$ cat config.mk
export PLATFORM = sky130hd
export DESIGN_NAME = bch63_syndrome
export DESIGN_NICKNAME = d
export VERILOG_FILES = /design/src/rtl/bch63_syndrome.sv
export SDC_FILE = /design/constraint.sdc
export NUM_CORES = 1
export LEC_CHECK = 0
export ABC_AREA = 1
export CAP_MARGIN = 5
export CORE_MARGIN = 2
export CORE_UTILIZATION = 42
export CTS_CLUSTER_SIZE = 24
export DETAILED_ROUTE_END_ITERATION = 16
export GPL_TIMING_DRIVEN = 0
export PLACE_DENSITY_LB_ADDON = 0.1
export SETUP_SLACK_MARGIN = 0.1
export SYNTH_ARGS = -nofsm -noshare
export SYNTH_HDL_FRONTEND = slang
export SYNTH_SLANG_ARGS = --single-unit
$ cat constraint.sdc
create_clock -name clk -period 2.9 [get_ports clk]
set_input_delay 0.58 -clock clk [delete_from_list [all_inputs] [get_ports clk]]
set_output_delay 0.58 -clock clk [all_outputs]
set_load 0.01 [all_outputs]
$ cat src/rtl/bch63_syndrome.sv
// Odd-syndrome generator for the (63,51) t=2 binary BCH code over GF(2^6),
// primitive polynomial x^6+x+1. Hard bits arrive 8 per beat, highest degrees
// first, and are folded into S1 = r(a) and S3 = r(a^3) by a Horner update.
// The finished syndromes sit in a valid/ready output register.

// One syndrome lane: acc_next = acc_in * a^(8J) + sum_k bits[k] * a^(J*k).
// Every product is by a constant power of a, so each term collapses to a
// fixed XOR network; there is no general field multiplier.
module bch63_syn_lane #(
  parameter int J      = 1,
  parameter int GF_M   = 6,
  parameter int BEAT_W = 8
) (
  input  logic [BEAT_W-1:0] bits,
  input  logic [GF_M-1:0]   acc_in,
  output logic [GF_M-1:0]   acc_next
);
  // Reduction term for x^GF_M under x^6+x+1.
  localparam logic [GF_M-1:0] POLY_LO = GF_M'(3);

  function automatic logic [GF_M-1:0] mulx(input logic [GF_M-1:0] v);
    return {v[GF_M-2:0], 1'b0} ^ (v[GF_M-1] ? POLY_LO : '0);
  endfunction

  // Multiply by a^p; p is always an elaboration constant here.
  function automatic logic [GF_M-1:0] mul_apow(input logic [GF_M-1:0] v, input int p);
    logic [GF_M-1:0] r;
    r = v;
    for (int i = 0; i < p; i++) r = mulx(r);
    return r;
  endfunction

  // Horner step: shift the running value by one beat, then add this beat.
  always_comb begin
    acc_next = mul_apow(acc_in, BEAT_W * J);
    for (int k = 0; k < BEAT_W; k++)
      if (bits[k]) acc_next = acc_next ^ mul_apow(GF_M'(1), J * k);
  end
endmodule

module bch63_syndrome #(
  parameter int GF_M  = 6,
  parameter int N     = 63,
  parameter int BEATS = 8
) (
  input  logic                            clk,
  input  logic                            rst,
  input  logic                            in_valid,
  output logic                            in_ready,
  input  logic [((N + 1) / BEATS)-1:0]    in_bits,
  output logic                            syn_valid,
  input  logic                            syn_ready,
  output logic [GF_M-1:0]                 s1,
  output logic [GF_M-1:0]                 s3,
  output logic                            err_flag
);
  localparam int BEAT_W  = (N + 1) / BEATS;
  localparam int CNT_W   = $clog2(BEATS);
  localparam int NUM_SYN = 2;
  localparam logic [CNT_W-1:0] LAST_BEAT = CNT_W'(BEATS - 1);

  logic [CNT_W-1:0]                beat_cnt_q, beat_cnt_d;
  logic [NUM_SYN-1:0][GF_M-1:0]    acc_q, acc_d, acc_base, acc_next;
  logic                            syn_valid_q, syn_valid_d;
  logic [GF_M-1:0]                 s1_q, s1_d, s3_q, s3_d;
  logic                            err_q, err_d;
  logic [BEAT_W-1:0]               beat_bits;
  logic                            acc_fire, first_beat, last_fire;

  // Only the completing beat can stall, and only while the previous
  // result is still waiting; in_valid never feeds in_ready.
  assign in_ready   = ~((beat_cnt_q == LAST_BEAT) & syn_valid_q & ~syn_ready);
  assign acc_fire   = in_valid & in_ready;
  assign first_beat = (beat_cnt_q == '0);
  assign last_fire  = acc_fire & (beat_cnt_q == LAST_BEAT);

  // Beat 0 starts from a zero accumulator and carries only 63 - 56 = 7 bits.
  always_comb begin
    beat_bits = in_bits;
    acc_base  = acc_q;
    if (first_beat) begin
      beat_bits[BEAT_W-1] = 1'b0;
      acc_base            = '0;
    end
  end

  // Lane 0 evaluates at a (S1), lane 1 at a^3 (S3).
  for (genvar g = 0; g < NUM_SYN; g++) begin : g_lane
    bch63_syn_lane #(
      .J      (2 * g + 1),
      .GF_M   (GF_M),
      .BEAT_W (BEAT_W)
    ) u_lane (
      .bits     (beat_bits),
      .acc_in   (acc_base[g]),
      .acc_next (acc_next[g])
    );
  end

  // Beat counter and accumulators advance only on an accepted beat.
  always_comb begin
    beat_cnt_d = beat_cnt_q;
    acc_d      = acc_q;
    if (acc_fire) begin
      beat_cnt_d = beat_cnt_q + CNT_W'(1);
      acc_d      = acc_next;
    end
  end

  // Output slice: load on the completing beat, drop valid on handshake;
  // a simultaneous load wins so a back-to-back result is not lost.
  always_comb begin
    syn_valid_d = syn_valid_q;
    s1_d        = s1_q;
    s3_d        = s3_q;
    err_d       = err_q;
    if (last_fire) begin
      syn_valid_d = 1'b1;
      s1_d        = acc_next[0];
      s3_d        = acc_next[1];
      err_d       = |{acc_next[0], acc_next[1]};
    end else if (syn_ready) begin
      syn_valid_d = 1'b0;
    end
  end

  // State registers; reset discards any partial word.
  always_ff @(posedge clk or posedge rst) begin
    if (rst) begin
      beat_cnt_q  <= '0;
      acc_q       <= '0;
      syn_valid_q <= 1'b0;
      s1_q        <= '0;
      s3_q        <= '0;
      err_q       <= 1'b0;
    end else begin
      beat_cnt_q  <= beat_cnt_d;
      acc_q       <= acc_d;
      syn_valid_q <= syn_valid_d;
      s1_q        <= s1_d;
      s3_q        <= s3_d;
      err_q       <= err_d;
    end
  end

  assign syn_valid = syn_valid_q;
  assign s1        = s1_q;
  assign s3        = s3_q;
  assign err_flag  = err_q;
endmodule

==> summary.txt, run 1 <==
Outcome
  • Status: finished clean

Detailed routing
  • Starting DRC count in detailed routing: 83
  • Final WL: 4540 um
  • Vias: 1858
  • Remaining DRCs: 0
  • First-pass DRT Iterations: 4
  • Avg WL per Cell: 12.0 um
  • Via/cell ratio: 4.90
  • Post-route ant nets: 0

Timing
  • RSZ-0062 raised after global routing: false
  • # setup viols final: 0
  • Period minus WS final: 2.30 ns
  • Hold Fails Final Rpt: 0
  • Rel. slew slack: 23.6%
  • Worst Setup Slack, final: 0.597 ns
  • Least-Margin Pin Slew: 1.14 ns
  • Clk_skew: 0.00900 ns
  • Max Transition Viols Final: 0
  • Fin crit share: 79.4%
  • Achievable Freq: 434 MHz
  • Setup_tns: 0 ns

CTS
  • CTS tree: done
  • Clock Path Buffers: 2
  • Number of gates resized after CTS: 0
  • CTS clk-pin slew, worst paths: 0.07 ns
  • Clk_lat worst skew: 0.28 ns
  • Root buffer cell: clkbuf_8
  • Hold buffer count at CTS: 0
  • # clock sinks: 29
  • Post-CTS Setup Inserts: 0
  • H-Tree Level Count: 2
  • CTS Buf Count: 5

Synth
  • Count leader, synth: nand2_1
  • YS warnings: 0
  • Post-synth top area share: 36.3%
  • Synth top cells by count: 115 x nand2_1, 36 x inv_1, 29 x dfrtp_1, 21 x o21ai_0, 18 x nand3_1
  • Net count after synthesis: 308
  • Synth area leader: dfrtp_1
  • Syn Inst Count: 293
  • Synthesized area: 0.00200 sq mm
  • Unique masters post-synth: 30
  • Most used DFF post-synth: dfrtp_1
  • Asr flop ratio synth: 100%
  • Register area share after synthesis: 36.3%
  • Top cells by area, synth: dfrtp_1 36%, nand2_1 22%, inv_1 6.8%
  • Post-synth EDFFs: 0
  • Syn Area/Cell: 6.82 sq um
  • Seq cells post-synth: 29

Worst setup path
  • Worst EP required: 2.32 ns
  • Critical path's slowest cell: clkdlybuf4s50_1
  • Max incr delay on CP: 0.55 ns
  • Crit Path Class: flop to output port
  • Worst Path Max Fanout: 2
  • Crit path max-delay family: buffers and inverters
  • CP bufs+invs: 1
  • Critical path launch point type: flop
  • Crit path DAT: 1.72 ns
  • Crit-path cells: ha_1, ha_1, nand3_1, clkdlybuf4s50_1
  • CP Capture Type: output port
  • Most used cell, CP: ha_1

Hold path
  • Hold Crit Class: flop to flop

Final layout
  • Synth-to-Final Area Change: 20.5%
  • Final #Nets: 339
  • Share of layout cells above drive strength 1: 11.7%
  • Ant. Diodes: 0

Placement
  • RD Place Congestion: 0.845
  • Hpwl dp: 3540 um
  • Port buffer count: 24
  • Setup WS pre-CTS: 0.612 ns

Power
  • Sw power: 1350 uW
  • P_int: 1510 uW
  • Logic pwr share: 59.6%
  • Net Sw Frac: 47.3%
  • Reg power frac: 27.4%
  • Pwr Density: 1190 mW/mm^2
  • Share of total power in the clock network: 13.0%
  • Tot Pwr: 2860 uW
  • Maximum vdd drop: 0.496 mV
  • Leakage Power: 0.00130 uW

GRT
  • Largest net degree at the start of global routing: 30
  • Initial antenna violation count: 0
  • Global-route wire length before repair: 7760 um
  • Total global routing overflow: 0
  • Vias in the first global route: 1682
  • GR Util All Layers: 19.0%

Floorplan
  • Core ar.: 0.00466 sq mm
  • Row count: 25
  • I/O pin count: 27
  • Initial Utilization: 42.9%
  • Die height: 73.0 um
  • Die area: 0.00533 sq mm
  • Die X: 73.0 um

Run
  • MaxCap Viol Count: 0
[cell usage in the layout, fill, tap and decap left out]
cell type and count:
inv_1 36, o21a_1 1, or2_2 1, nand2_4 1
clkbuf_2 1, nand2_1 115, ha_1 3, buf_2 1
o21ai_1 2, a31oi_1 2, nand4_1 3, xor2_1 8
nand3b_1 2, inv_2 4, xnor2_1 5, clkbuf_8 7
buf_8 1, nand3_2 3, o21ai_0 21, nor2_4 1
nand3_1 18, nor2_2 2, and2_1 2, nor2_1 11
a21oi_1 1, nand2_2 8, clkbuf_1 4, buf_4 1
o21ai_2 5, a21oi_2 1, clkinv_2 1, dfrtp_1 29
clkdlybuf4s50_1 24
[per-layer routing]
| metal | global-route usage [%] | vias up | share of wire, % |
|---|---|---|---|
| li1 | - | 971 | - |
| met1 | 26.1 | 855 | 49 |
| met5 | 0 | - | 0 |
| met2 | 30.6 | 27 | 47 |
| met3 | 3.31 | 5 | 3.5 |
| met4 | 5.76 | 0 | 0.68 |
[sequential cells by signal, indices dropped and copies added, names as in the netlist]
signal and count:
acc_q 12, s3 6, s1 6, syn_valid 1, err_flag 1, beat_cnt_q 3
[logic make-up after synthesis]
family | Yosys count | synth area share (%)
AO/OA/AOI/OAI | 33 | 9.64
XOR/XNOR | 13 | 5.70
adder cells (fa/ha/maj) | 3 | 1.88
buffers and inverters | 48 | 9.89
flip-flops | 29 | 36.3
AND/OR/NAND/NOR | 167 | 36.6
[tightest hold or removal path, delay by kind of cell, from the launching register on]
family	cells	cell delay, ns
and+or+nand+nor	2	0.11
DFF	1	0.34
[metrics by stage]
step                      hold slack [ns]  util [%]  instance area (sq um)  cells
after floorplan                     0.496         -                   2000    293
after global placement              0.466      49.5                   2310    371
after detailed placement            0.470      49.5                   2310    371
after CTS                           0.485      51.7                   2410    379
after global routing                0.504      51.7                   2410    379
final                               0.477      51.7                   2410    379
[power by group through the flow]
stage | logic, uW | registers (uW) | clock network (uW)
after floorplan | 1220 | 797 | 0
after global routing | 1980 | 816 | 393
after detailed placement | 1720 | 792 | 0
after global placement | 1700 | 791 | 0
final | 1710 | 783 | 373
after CTS | 1730 | 785 | 382
[path summary, 6_finish.rpt]
kind / from / to / slack (ns) / cells after the start
worst max register to register: beat_cnt_q[0]$_DFFE_PP0P_ / err_flag$_DFFE_PP0P_ / 0.96 / 15
worst min-delay path: s1[0]$_DFFE_PP0P_ / s1[0]$_DFFE_PP0P_ / 0.48 / 2
worst max-delay path: beat_cnt_q[0]$_DFFE_PP0P_ / in_ready / 0.60 / 4
max in group asynchronous: rst / syn_valid$_DFFE_PP0P_ / 1.31 / 2
worst min register to register: s1[0]$_DFFE_PP0P_ / s1[0]$_DFFE_PP0P_ / 0.48 / 2
min in group asynchronous: rst / acc_q[10]$_DFFE_PP0P_ / 0.90 / 2
[final cells by class]
| type | count | area [sq um] |
|---|---|---|
| timing repair buffer | 24 | 240 |
| clock buffer | 7 | 96.3 |
| tap | 54 | 67.6 |
| fill | 481 | 2250 |
| multi-input combinational | 216 | 1070 |
| clock inverter | 1 | 5.00 |
| buffer | 8 | 47.5 |
| inverter | 40 | 150 |
| sequential | 29 | 726 |
(Power assumes the default switching activity.)
==> run 2: changes to the inputs <==
- clock period: 2.9 -> 2.2 ns (I/O delays scaled with it)
==> summary.txt, run 2 (synthesis gave the netlist of run 1 again) <==
Outcome
  • Status: finished clean (unchanged)

Floorplan
  • I/O pin count: 27 (unchanged)
  • Die height: 73.0 um (unchanged)
  • Initial Utilization: 42.9% (unchanged)
  • Die area: 0.00533 sq mm (unchanged)
  • Row count: 25 (unchanged)
  • Core ar.: 0.00466 sq mm (unchanged)
  • Die X: 73.0 um (unchanged)

Detailed routing
  • Vias: 1883 (was 1858)
  • Starting DRC count in detailed routing: 74 (was 83)
  • Remaining DRCs: 0 (unchanged)
  • Avg WL per Cell: 12.1 um (was 12.0 um)
  • First-pass DRT Iterations: 4 (unchanged)
  • Final WL: 4580 um (was 4540 um)
  • Post-route ant nets: 0 (unchanged)
  • Via/cell ratio: 4.97 (was 4.90)

Hold path
  • Hold EP: s1[0]$_DFFE_PP0P_ (unchanged)
  • Hold Crit Class: flop to flop (unchanged)
  • WHS Path Cells: 2 (unchanged)
  • Hold Crit Start: s1[0]$_DFFE_PP0P_ (unchanged)

Final layout
  • Ant. Diodes: 0 (unchanged)
  • Share of layout cells above drive strength 1: 11.7% (unchanged)
  • Largest Register: acc_q (unchanged)
  • Leading cell type in the layout, fill and taps excluded: nand2_1 (unchanged)
  • Synth-to-Final Area Change: 20.9% (was 20.5%)
  • Final #Nets: 339 (unchanged)
  • Post-Layout Cell Count: 379 (unchanged)
  • Largest register FFs: 12 (unchanged)
  • Most frequent cells in the layout: 115 x nand2_1, 36 x inv_1, 29 x dfrtp_1 (unchanged)

CTS
  • CTS Buf Count: 5 (unchanged)
  • Clk_lat worst skew: 0.28 ns (about the same)
  • Post-CTS Setup Inserts: 0 (unchanged)
  • H-Tree Level Count: 2 (unchanged)
  • # clock sinks: 29 (unchanged)
  • CTS clk-pin slew, worst paths: 0.06 ns (was 0.07 ns)
  • CTS tree: done (unchanged)
  • Clock Path Buffers: 2 (unchanged)
  • Root buffer cell: clkbuf_8 (unchanged)
  • Hold buffer count at CTS: 0 (unchanged)

Worst setup path
  • CP Capture Type: flop (was output port)
  • Critical path launch point type: flop (unchanged)
  • Worst EP required: 2.37 ns (was 2.32 ns)
  • Reg2reg path depth: 14 (was 15)
  • Worst Path Max Fanout: 10 (was 2)
  • Worst R2R Start: beat_cnt_q[0]$_DFFE_PP0P_ (unchanged)
  • Critical path's slowest cell: dfrtp_1 (was clkdlybuf4s50_1)
  • Most used cell, CP: nand2_1 (was ha_1)
  • Internal reg-to-reg setup slack: 0.29 ns (was 0.96 ns)
  • Crit path DAT: 2.08 ns (was 1.72 ns)
  • Critical R2R Capture: err_flag$_DFFE_PP0P_ (unchanged)
  • Crit-path cells: inv_1, ha_1, nand2_4, clkbuf_4, nand2_1, o21ai_0, nand2_1, nand2_1, nand2_1, nand4_1, nor2_1, nand2_1, nor2_1, nor2_1 (was ha_1, ha_1, nand3_1, clkdlybuf4s50_1)
  • Max incr delay on CP: 0.38 ns (was 0.55 ns)
  • Crit Path Class: flop to flop (was flop to output port)

Placement
  • Placed Instances: 371 (unchanged)
  • Port buffer count: 24 (unchanged)
  • RD Place Congestion: 0.845 (unchanged)
  • Hpwl dp: 3540 um (unchanged)

Power
  • Pwr Density: 1570 mW/mm^2 (was 1190 mW/mm^2)
  • Leakage Power: 0.00130 uW (about the same)
  • Maximum vdd drop: 0.650 mV (was 0.496 mV)

Timing
  • Least-Margin Pin Slew: 1.15 ns (was 1.14 ns)
  • Clk_skew: 0.00874 ns (was 0.00900 ns)
  • # setup viols final: 0 (unchanged)
  • Period minus WS final: 1.91 ns
  • Achievable Freq: 524 MHz
  • Setup_tns: 0 ns (unchanged)
  • Fin crit share: 86.7%
  • Hold Fails Final Rpt: 0 (unchanged)
  • Rel. slew slack: 23.0% (was 23.6%)
  • Max Transition Viols Final: 0 (unchanged)
  • RSZ-0062 raised after global routing: false (unchanged)

GRT
  • Total global routing overflow: 0 (unchanged)
  • Vias in the first global route: 1682 (unchanged)
  • Largest net degree at the start of global routing: 30 (unchanged)
  • GR Util All Layers: 19.0% (unchanged)
  • Global-route wire length before repair: 7760 um (unchanged)
  • Initial antenna violation count: 0 (unchanged)

Run
  • MaxCap Viol Count: 0 (unchanged)
run 2: changes by cell type in the layout (fill, tap and decap cells not counted), sizes merged:
cell / before / now
buf: 3 / 2
clkbuf: 12 / 13
clkdlybuf4s50: 24 / 23
dlygate4sd2: 0 / 1
run 2: area by class of cell:
cell class	count	area [sq um]
Buffer	8	50.0
Clock buffer	7	96.3
Clock inverter	1	5.00
Fill cell	483	2240
Inverter	40	153
Multi-Input combinational cell	216	1080
Sequential cell	29	726
Tap cell	54	67.6
Timing Repair Buffer	24	239
run 2: where the power goes:
| part | switching, uW | total, uW | internal (uW) | leakage [uW] |
|---|---|---|---|---|
| clock | 210 | 492 | 283 | 0.0000542 |
| combinational | 1340 | 2270 | 925 | 0.000895 |
| sequential | 246 | 1030 | 788 | 0.000355 |
| total | 1800 | 3790 | 2000 | 0.00130 |
run 2: worst max-delay path by stage:
stage | start | to
after floorplan | beat_cnt_q[0]$_DFFE_PP0P_ | err_flag$_DFFE_PP0P_
after global placement | in_bits[4] | err_flag$_DFFE_PP0P_
after detailed placement | in_bits[4] | err_flag$_DFFE_PP0P_
after CTS | beat_cnt_q[0]$_DFFE_PP0P_ | err_flag$_DFFE_PP0P_
after global routing | beat_cnt_q[0]$_DFFE_PP0P_ | s3[2]$_DFFE_PP0P_
final | beat_cnt_q[0]$_DFFE_PP0P_ | err_flag$_DFFE_PP0P_
run 2: per-layer routing:
metal  global-route usage, %  wire [um]
met1                    26.1       2200
met2                    30.6       2130
met3                    3.31        212
met5                       0          0
met4                    5.76         31
run 2: stage by stage:
stage	setup WS, ns	hold slack (ns)	instance area, sq um	power, uW	util, %
2_1_floorplan	0.535	0.496	2000	2660	-
3_3_place_gp	0.0739	0.466	2310	3280	49.5
3_5_place_dp	0.0632	0.470	2310	3310	49.5
4_1_cts	0.252	0.485	2410	3810	51.6
5_1_grt	0.122	0.504	2420	4220	51.8
6_report	0.292	0.477	2420	3790	51.8
run 2: critical path: cells and delay by family (launching register included):
family          cells  cell delay (ns)
flops               1             0.38
compound gates      1             0.10
simple gates       10             0.82
fa+ha+maj           1             0.22
buf+inv             2             0.27
run 2: what timing repair did:
action | 4_1_cts | 5_1_grt
gates cloned | 0 | 0
gates resized for setup | 1 | 3
endpoints found under the setup margin | 1 | 1
endpoints found under the hold margin | 0 | 0
